File: src/rtl/sync_mod_counter.sv
// ---------------------------------------------------------------------------
// sync_mod_counter
//
// Synchronous up/down counter with a programmable modulus, a parallel load,
// an enable prescaler, a terminal-count output and wrap flags. All state
// changes on the rising edge of one clock, so q never ripples and the
// registered outputs are glitch-free.
//
// Parameters
//   WIDTH     counter width in bits (>= 1)
//   MODULO    count range 0..MODULO-1, legal 2..2**WIDTH
//   PRESCALE  enabled cycles per count step, legal 1..65536 (1 = every cycle)
//
// Ports
//   clk       in   1      clock, rising edge
//   reset     in   1      synchronous reset, active-low (0 = reset)
//   en        in   1      count enable, advances the prescaler when high
//   up        in   1      direction, 1 = increment, 0 = decrement
//   load      in   1      parallel load strobe (beats en)
//   load_val  in   WIDTH  value to load, clamped to MODULO-1
//   clr_ovf   in   1      clears the sticky ovf flag
//   q         out  WIDTH  counter value (register)
//   tc        out  1      terminal count for the current direction (comb.)
//   wrap      out  1      one-cycle pulse: the step just taken wrapped
//   ovf       out  1      sticky wrap flag
// ---------------------------------------------------------------------------
module sync_mod_counter #(
  parameter int WIDTH    = 4,
  parameter int MODULO   = 16,
  parameter int PRESCALE = 1
) (
  input  logic             clk,
  input  logic             reset,
  input  logic             en,
  input  logic             up,
  input  logic             load,
  input  logic [WIDTH-1:0] load_val,
  input  logic             clr_ovf,
  output logic [WIDTH-1:0] q,
  output logic             tc,
  output logic             wrap,
  output logic             ovf
);

  // The prescaler counts 0..PRESCALE-1; a single bit is kept even when
  // PRESCALE==1 so the register always has a legal width.
  localparam int PRE_W = (PRESCALE > 1) ? $clog2(PRESCALE) : 1;

  localparam logic [PRE_W-1:0] PRE_LAST = PRE_W'(PRESCALE - 1);
  localparam logic [WIDTH-1:0] Q_MAX    = WIDTH'(MODULO - 1);
  localparam logic [WIDTH-1:0] Q_ZERO   = '0;
  localparam logic [WIDTH-1:0] Q_ONE    = WIDTH'(1);
  localparam logic [PRE_W-1:0] PRE_ONE  = PRE_W'(1);

  // MODULO may equal 2**WIDTH, which does not fit in WIDTH bits, so the
  // load range test is made one bit wider.
  localparam logic [WIDTH:0]   MOD_EXT  = (WIDTH + 1)'(MODULO);

  logic [PRE_W-1:0] pre;
  logic             step;
  logic             at_end;
  logic             wrap_step;
  logic [WIDTH-1:0] q_step;

  // Loaded values at or above the modulus are clamped to the top count.
  function automatic logic [WIDTH-1:0] clamp_load(input logic [WIDTH-1:0] v);
    if ({1'b0, v} < MOD_EXT)
      return v;
    else
      return Q_MAX;
  endfunction

  // Increment never computes past Q_MAX, so no carry out of WIDTH bits
  // occurs even when MODULO==2**WIDTH.
  function automatic logic [WIDTH-1:0] step_up(input logic [WIDTH-1:0] v);
    if (v == Q_MAX)
      return Q_ZERO;
    else
      return v + Q_ONE;
  endfunction

  function automatic logic [WIDTH-1:0] step_down(input logic [WIDTH-1:0] v);
    if (v == Q_ZERO)
      return Q_MAX;
    else
      return v - Q_ONE;
  endfunction

  // A step happens only on the enabled cycle that completes the prescale
  // period; load takes priority and suppresses it.
  always_comb begin
    step      = 1'b0;
    at_end    = 1'b0;
    wrap_step = 1'b0;
    q_step    = q;
    step      = !load && en && (pre == PRE_LAST);
    at_end    = up ? (q == Q_MAX) : (q == Q_ZERO);
    wrap_step = step && at_end;
    q_step    = up ? step_up(q) : step_down(q);
  end

  // Counter, prescaler and flag registers.
  always_ff @(posedge clk) begin
    if (!reset) begin
      q    <= '0;
      pre  <= '0;
      wrap <= 1'b0;
      ovf  <= 1'b0;
    end else begin
      if (load) begin
        q   <= clamp_load(load_val);
        pre <= '0;
      end else if (en) begin
        if (pre == PRE_LAST) begin
          pre <= '0;
          q   <= q_step;
        end else begin
          pre <= pre + PRE_ONE;
        end
      end

      wrap <= wrap_step;

      // A wrap in the same cycle as a clear leaves the flag set.
      if (wrap_step)
        ovf <= 1'b1;
      else if (clr_ovf)
        ovf <= 1'b0;
    end
  end

  // Terminal count follows q and the live direction input.
  assign tc = up ? (q == Q_MAX) : (q == Q_ZERO);

endmodule
File: config.mk
export PLATFORM = sky130hd
export DESIGN_NAME = sync_mod_counter
export DESIGN_NICKNAME = d
export VERILOG_FILES = /design/src/rtl/sync_mod_counter.sv
export SDC_FILE = /design/constraint.sdc
export NUM_CORES = 1
export LEC_CHECK = 0
export ABC_CLOCK_PERIOD_IN_PS = 1750
export CORE_AREA = 2 2 39 41
export CTS_CLUSTER_DIAMETER = 60
export DETAILED_ROUTE_END_ITERATION = 12
export DIE_AREA = 0 0 41 43
export SYNTH_ARGS = -nofsm -noshare
export SYNTH_HDL_FRONTEND = slang
export SYNTH_SLANG_ARGS = --single-unit
File: constraint.sdc
create_clock -name clk -period 1.75 [get_ports clk]
set_clock_uncertainty 0.05 [all_clocks]
set_input_delay 0.175 -clock clk [delete_from_list [all_inputs] [get_ports clk]]
set_output_delay 0.175 -clock clk [all_outputs]
set_load 0.1 [all_outputs]
-- Yosys cells after proc, flatten, opt, wreduce, memory -nomap -nowiden
Index checks and enable logic that the tools add are counted.
- input port bits: 10
- bits in registers: 7
- output and inout port bits: 7
- equal/unequal tests: 2
- bitwise operators: 2
- add/subtract/negate cells: 3
- reductions and logical operators: 9
- mux-type cells: 10
- operator list (operator ; number):
    $mux 4 ; 6
    $add 4x1->4 const B ; 1
    $eq 4x4->1 const B ; 1
    $logic_not 4->1 ; 1
    $mux 1 ; 4
    $reduce_bool 2->1 ; 2
    $sub 4x1->4 const B ; 1
    $logic_and 1x1->1 ; 3
    $ne 2x2->1 const B ; 1
    $not 1->1 ; 2
    $reduce_and 2->1 ; 1
    $reduce_or 2->1 ; 1
    $add 1x1->1 const B ; 1
    $logic_not 1->1 ; 1

-- Logic depth before layout (Yosys ltp)
- depth in word-level cells: 6
- gate-level depth with buffers: 6

-- Worst setup path after synthesis
Ideal clock, no wire load.
- path kind: register to register
- start point: reg q[1]
- end point: reg wrap
- data arrival time: 3.295 ns
- path buffers: 0
- setup slack: -1.654 ns
- library setup time: 0.059 ns
- cell stages (with the launch flop): 7
- cell sequence: dfxtp_1 -> inv_1 -> ha_1 -> inv_1 -> o41ai_2 -> and3_1 -> and2_1
- word-level cells in the longest chain between the ends: 3
- ends and longest elaborated chain (what ; RTL line ; source):
    start, declared ; 39 ; output logic [WIDTH-1:0] q,
    start signal, assigned ; 111 ; q <= clamp_load(load_val);
    start signal, assigned ; 116 ; q <= q_step;
    $eq 4x4->1 or $logic_not 4->1 (tied branches) ; -- ;
    $mux 1 (*) ; -- ;
    net tc ; 40 ; output logic tc,
    $logic_and 1x1->1 (*) ; 98 ; wrap_step = step && at_end;
    end signal, assigned ; 122 ; wrap <= wrap_step;
    end, declared ; 41 ; output logic wrap,
Mark *: on every way through the listed nets, which the timed path passes. The rest lies on a longest branch.
A chain may end at the register's enable or synchronous reset.

-- Worst setup path in the final report
- start point: reg q[1]
- end point: out tc
- word-level cells in the longest chain between the ends: 2
- ends and longest elaborated chain (what ; RTL line ; source):
    $eq 4x4->1 or $logic_not 4->1 (tied branches) ; 133 ; assign tc = up ? (q == Q_MAX) : (q == Q_ZERO);
    $mux 1 (*) ; 133 ;
    end, declared ; 40 ;
Every way passes the cells marked *; elsewhere a longest branch is shown, timed or not.

==> flow_summary.ini <==
[global_route]
overflow = 0
grt_max_degree = 9
use_met1_pct = 16.5
met2_usage_pct = 18.8
grt_pass1_wl_mm = 1.56
grt_usage_pct = 13.3
use_met3_pct = 3.14
antenna_found_initial = 0
first_global_vias = 359
top_usage_layer = met2

[clocking]
cts_root_buf = clkbuf_4
cts_setup_buffers = 0
cts_made_buffers = 3
cts_tree = yes
htreeDepth = 1
clock_latency_ns = 0.25
clockBufferDepth = 2
clkTransAtPathRegs_ns = 0.05
cts-hold-fix-buffers = 0
clock_sink_count = 6
cts.repair.resized = 0

[power]
comb_power_share_pct = 42.0
internal_power_mw = 0.328
powerDensity_nw_per_um2 = 792
ir_worst_vdd_uv = 406
swShare_pct = 38.4
p_switching_mw = 0.205
seq_power_share_pct = 31.4
leakage_nw = 0.269
total_power_mw = 0.533
power_frac_clock_pct = 26.6

[layout]
n_antenna_cell = 0
layout-drive-gt1-share_pct = 32.3
syn2layout_area_growth_pct = 74.1
nFillCells = 138
fin_cells = 81
final_nets = 78

[logic_synthesis]
synth_cells = 46
syn_area_um2 = 387
synth.area.top_cells = dfxtp_1 (31%), xnor2_1 (6.8%), ha_1 (6.5%)
syn-mean-instance-area_um2 = 8.40
synth_top_area_cell = dfxtp_1
yosysWarnings = 0
synth_top_area_share_pct = 31.1
ys_ff_latch = 6
synth_cell_types = 25
syn-num-nets = 58
yosysSeqAreaShare_pct = 31.1

[critical_path]
cpPeakStageDelay_ns = 0.37
critPathLaunch = q[1]
r2r_setup_slack_ns = 0.36
critical_path_class = reg -> out
rr_startpoint = q[1]
reg2reg_depth = 6
path_cells = inv_4 > ha_4 > inv_2 > o41ai_4 > buf_12
worstPathArrival_ns = 1.38
worst_setup_path_start_kind = flip-flop
timing.rr.end = wrap
crit_path_end_kind = output pin
cp_top_family = flip-flops
cpMaxStageDelayCell = dfxtp_4
path_depth = 5
critPathRequiredTime_ns = 1.52
crit_fanout = 6
cp.buffers_inverters = 3

[placed_design]
port-buffer-count = 16
placed_cells_incl_taps = 77
pre_cts_slack_ns = 0.0965
finalWeightedCongestion = 0.691
dp_hpwl_um = 724

[route]
ant_nets = 0
drt_iter0_drc = 1
dr.pass1.iters = 4
via_per_inst = 4.96
vias = 402
wirelength_um = 895
wire_per_inst_um = 11.0
post-route-drc-count = 0

[floorplanning]
core-area_um2 = 1380
start_util_pct = 27.9
die_area_um2 = 1760
fp.dieW_um = 41
io_pins = 17
die_h_um = 43
rows = 14

[min_path]
whs_path_depth = 3
hp-start = load_val[1]
hp-class = in -> reg
hold-path-endpoint = q[1]

[timing]
finalCriticalPeriod_ns = 1.61
rsz0062_at_grt = false
setup_viol = 0
layout_setup_ws_ns = 0.141
relSlewSlack_pct = 77.1
fmaxAchievable_mhz = 622
hold_viol = 0
period_share_pct = 91.9
holdWs_ns = 0.452
max_slew.worst_pin.slew_ns = 0.342
maxSlewViolCount = 0

[run]
max-cap-violations = 0

[run_status]
outcome = complete, no violations
[layer usage]
metal | routed length (µm) | up-vias | part of all wire (%)
li1 | - | 206 | -
met1 | 382 | 184 | 43
met2 | 463 | 10 | 52
met3 | 36 | 2 | 4.0
met4 | 12 | 0 | 1.3
met5 | 0 | - | 0
[layout by cell type (no fill, tap or decap), types with 3 or more instances in the layout]
cell type	count
buf_12	5
a21oi_1	4
xnor2_1	3
o21ai_0	3
inv_1	3
nor2_1	4
clkbuf_4	3
clkdlybuf4s50_1	9
[per-stage QoR]
step / setup TNS, ns / util, % / cell area, µm²
floorplan: -1.62 / - / 425
global placement: 0 / 46.7 / 647
detailed placement: 0 / 46.7 / 647
CTS: 0 / 48.6 / 673
global route: 0 / 48.6 / 673
finish: 0 / 48.6 / 673
[tightest hold or removal path, cell delays in order]
cell             delay [ns]
clkdlybuf4s50_1        0.40
nor2_1                 0.08
a211oi_1               0.05
[synth_stat cells, drive strengths merged]
| cell type | instances |
|---|---|
| o21a | 1 |
| nand2b | 1 |
| xnor2 | 3 |
| o21ai | 3 |
| nand2 | 1 |
| a211oi | 1 |
| a21oi | 4 |
| nor3b | 1 |
| o311a | 1 |
| dfxtp | 6 |
| nor2 | 4 |
| o32ai | 1 |
| a31oi | 1 |
| nand4 | 2 |
| nor2b | 1 |
| and3 | 1 |
| mux2i | 1 |
| mux2 | 1 |
| nand3 | 1 |
| ha | 2 |
| inv | 6 |
| and2 | 1 |
| o41ai | 1 |
| clkbuf | 1 |
[logic make-up (layout without fill, tap and decap cells)]
kind of cell	after synthesis	in the layout	synth area share [%]
compound gates	13	13	25.6
fa+ha+maj	2	2	6.47
mux	2	2	5.50
buf+inv	7	26	6.79
xor+xnor	3	3	6.80
flops	6	6	31.1
simple gates	13	13	17.8
[power groups by stage]
stage	logic (mW)	registers [mW]	clock network, mW
4_1_cts	0.226	0.168	0.148
3_3_place_gp	0.225	0.170	0
6_report	0.224	0.167	0.142
5_1_grt	0.236	0.170	0.164
3_5_place_dp	0.225	0.170	0
2_1_floorplan	0.0834	0.228	0
[how the worst max path moves through the flow]
| stage | to | slack [ns] |
|---|---|---|
| floorplan | wrap | -0.64 |
| global placement | q[2] | 0.14 |
| detailed placement | q[2] | 0.1 |
| CTS | tc | 0.05 |
| global route | tc | 0.07 |
| finish | tc | 0.14 |
[flip-flops by register name (all words and copies together), names as in the netlist]
register / flops
wrap: 1
q: 4
ovf: 1
[area by class of cell]
type	instances	area, µm²	area share, %
Tap cell	16	20.0	2.97
Timing Repair Buffer	16	205	30.5
Clock buffer	4	26.3	3.90
Inverter	6	27.5	4.09
Sequential cell	6	130	19.3
Multi-Input combinational cell	33	264	39.2
Power figures use the tool's default switching activity.
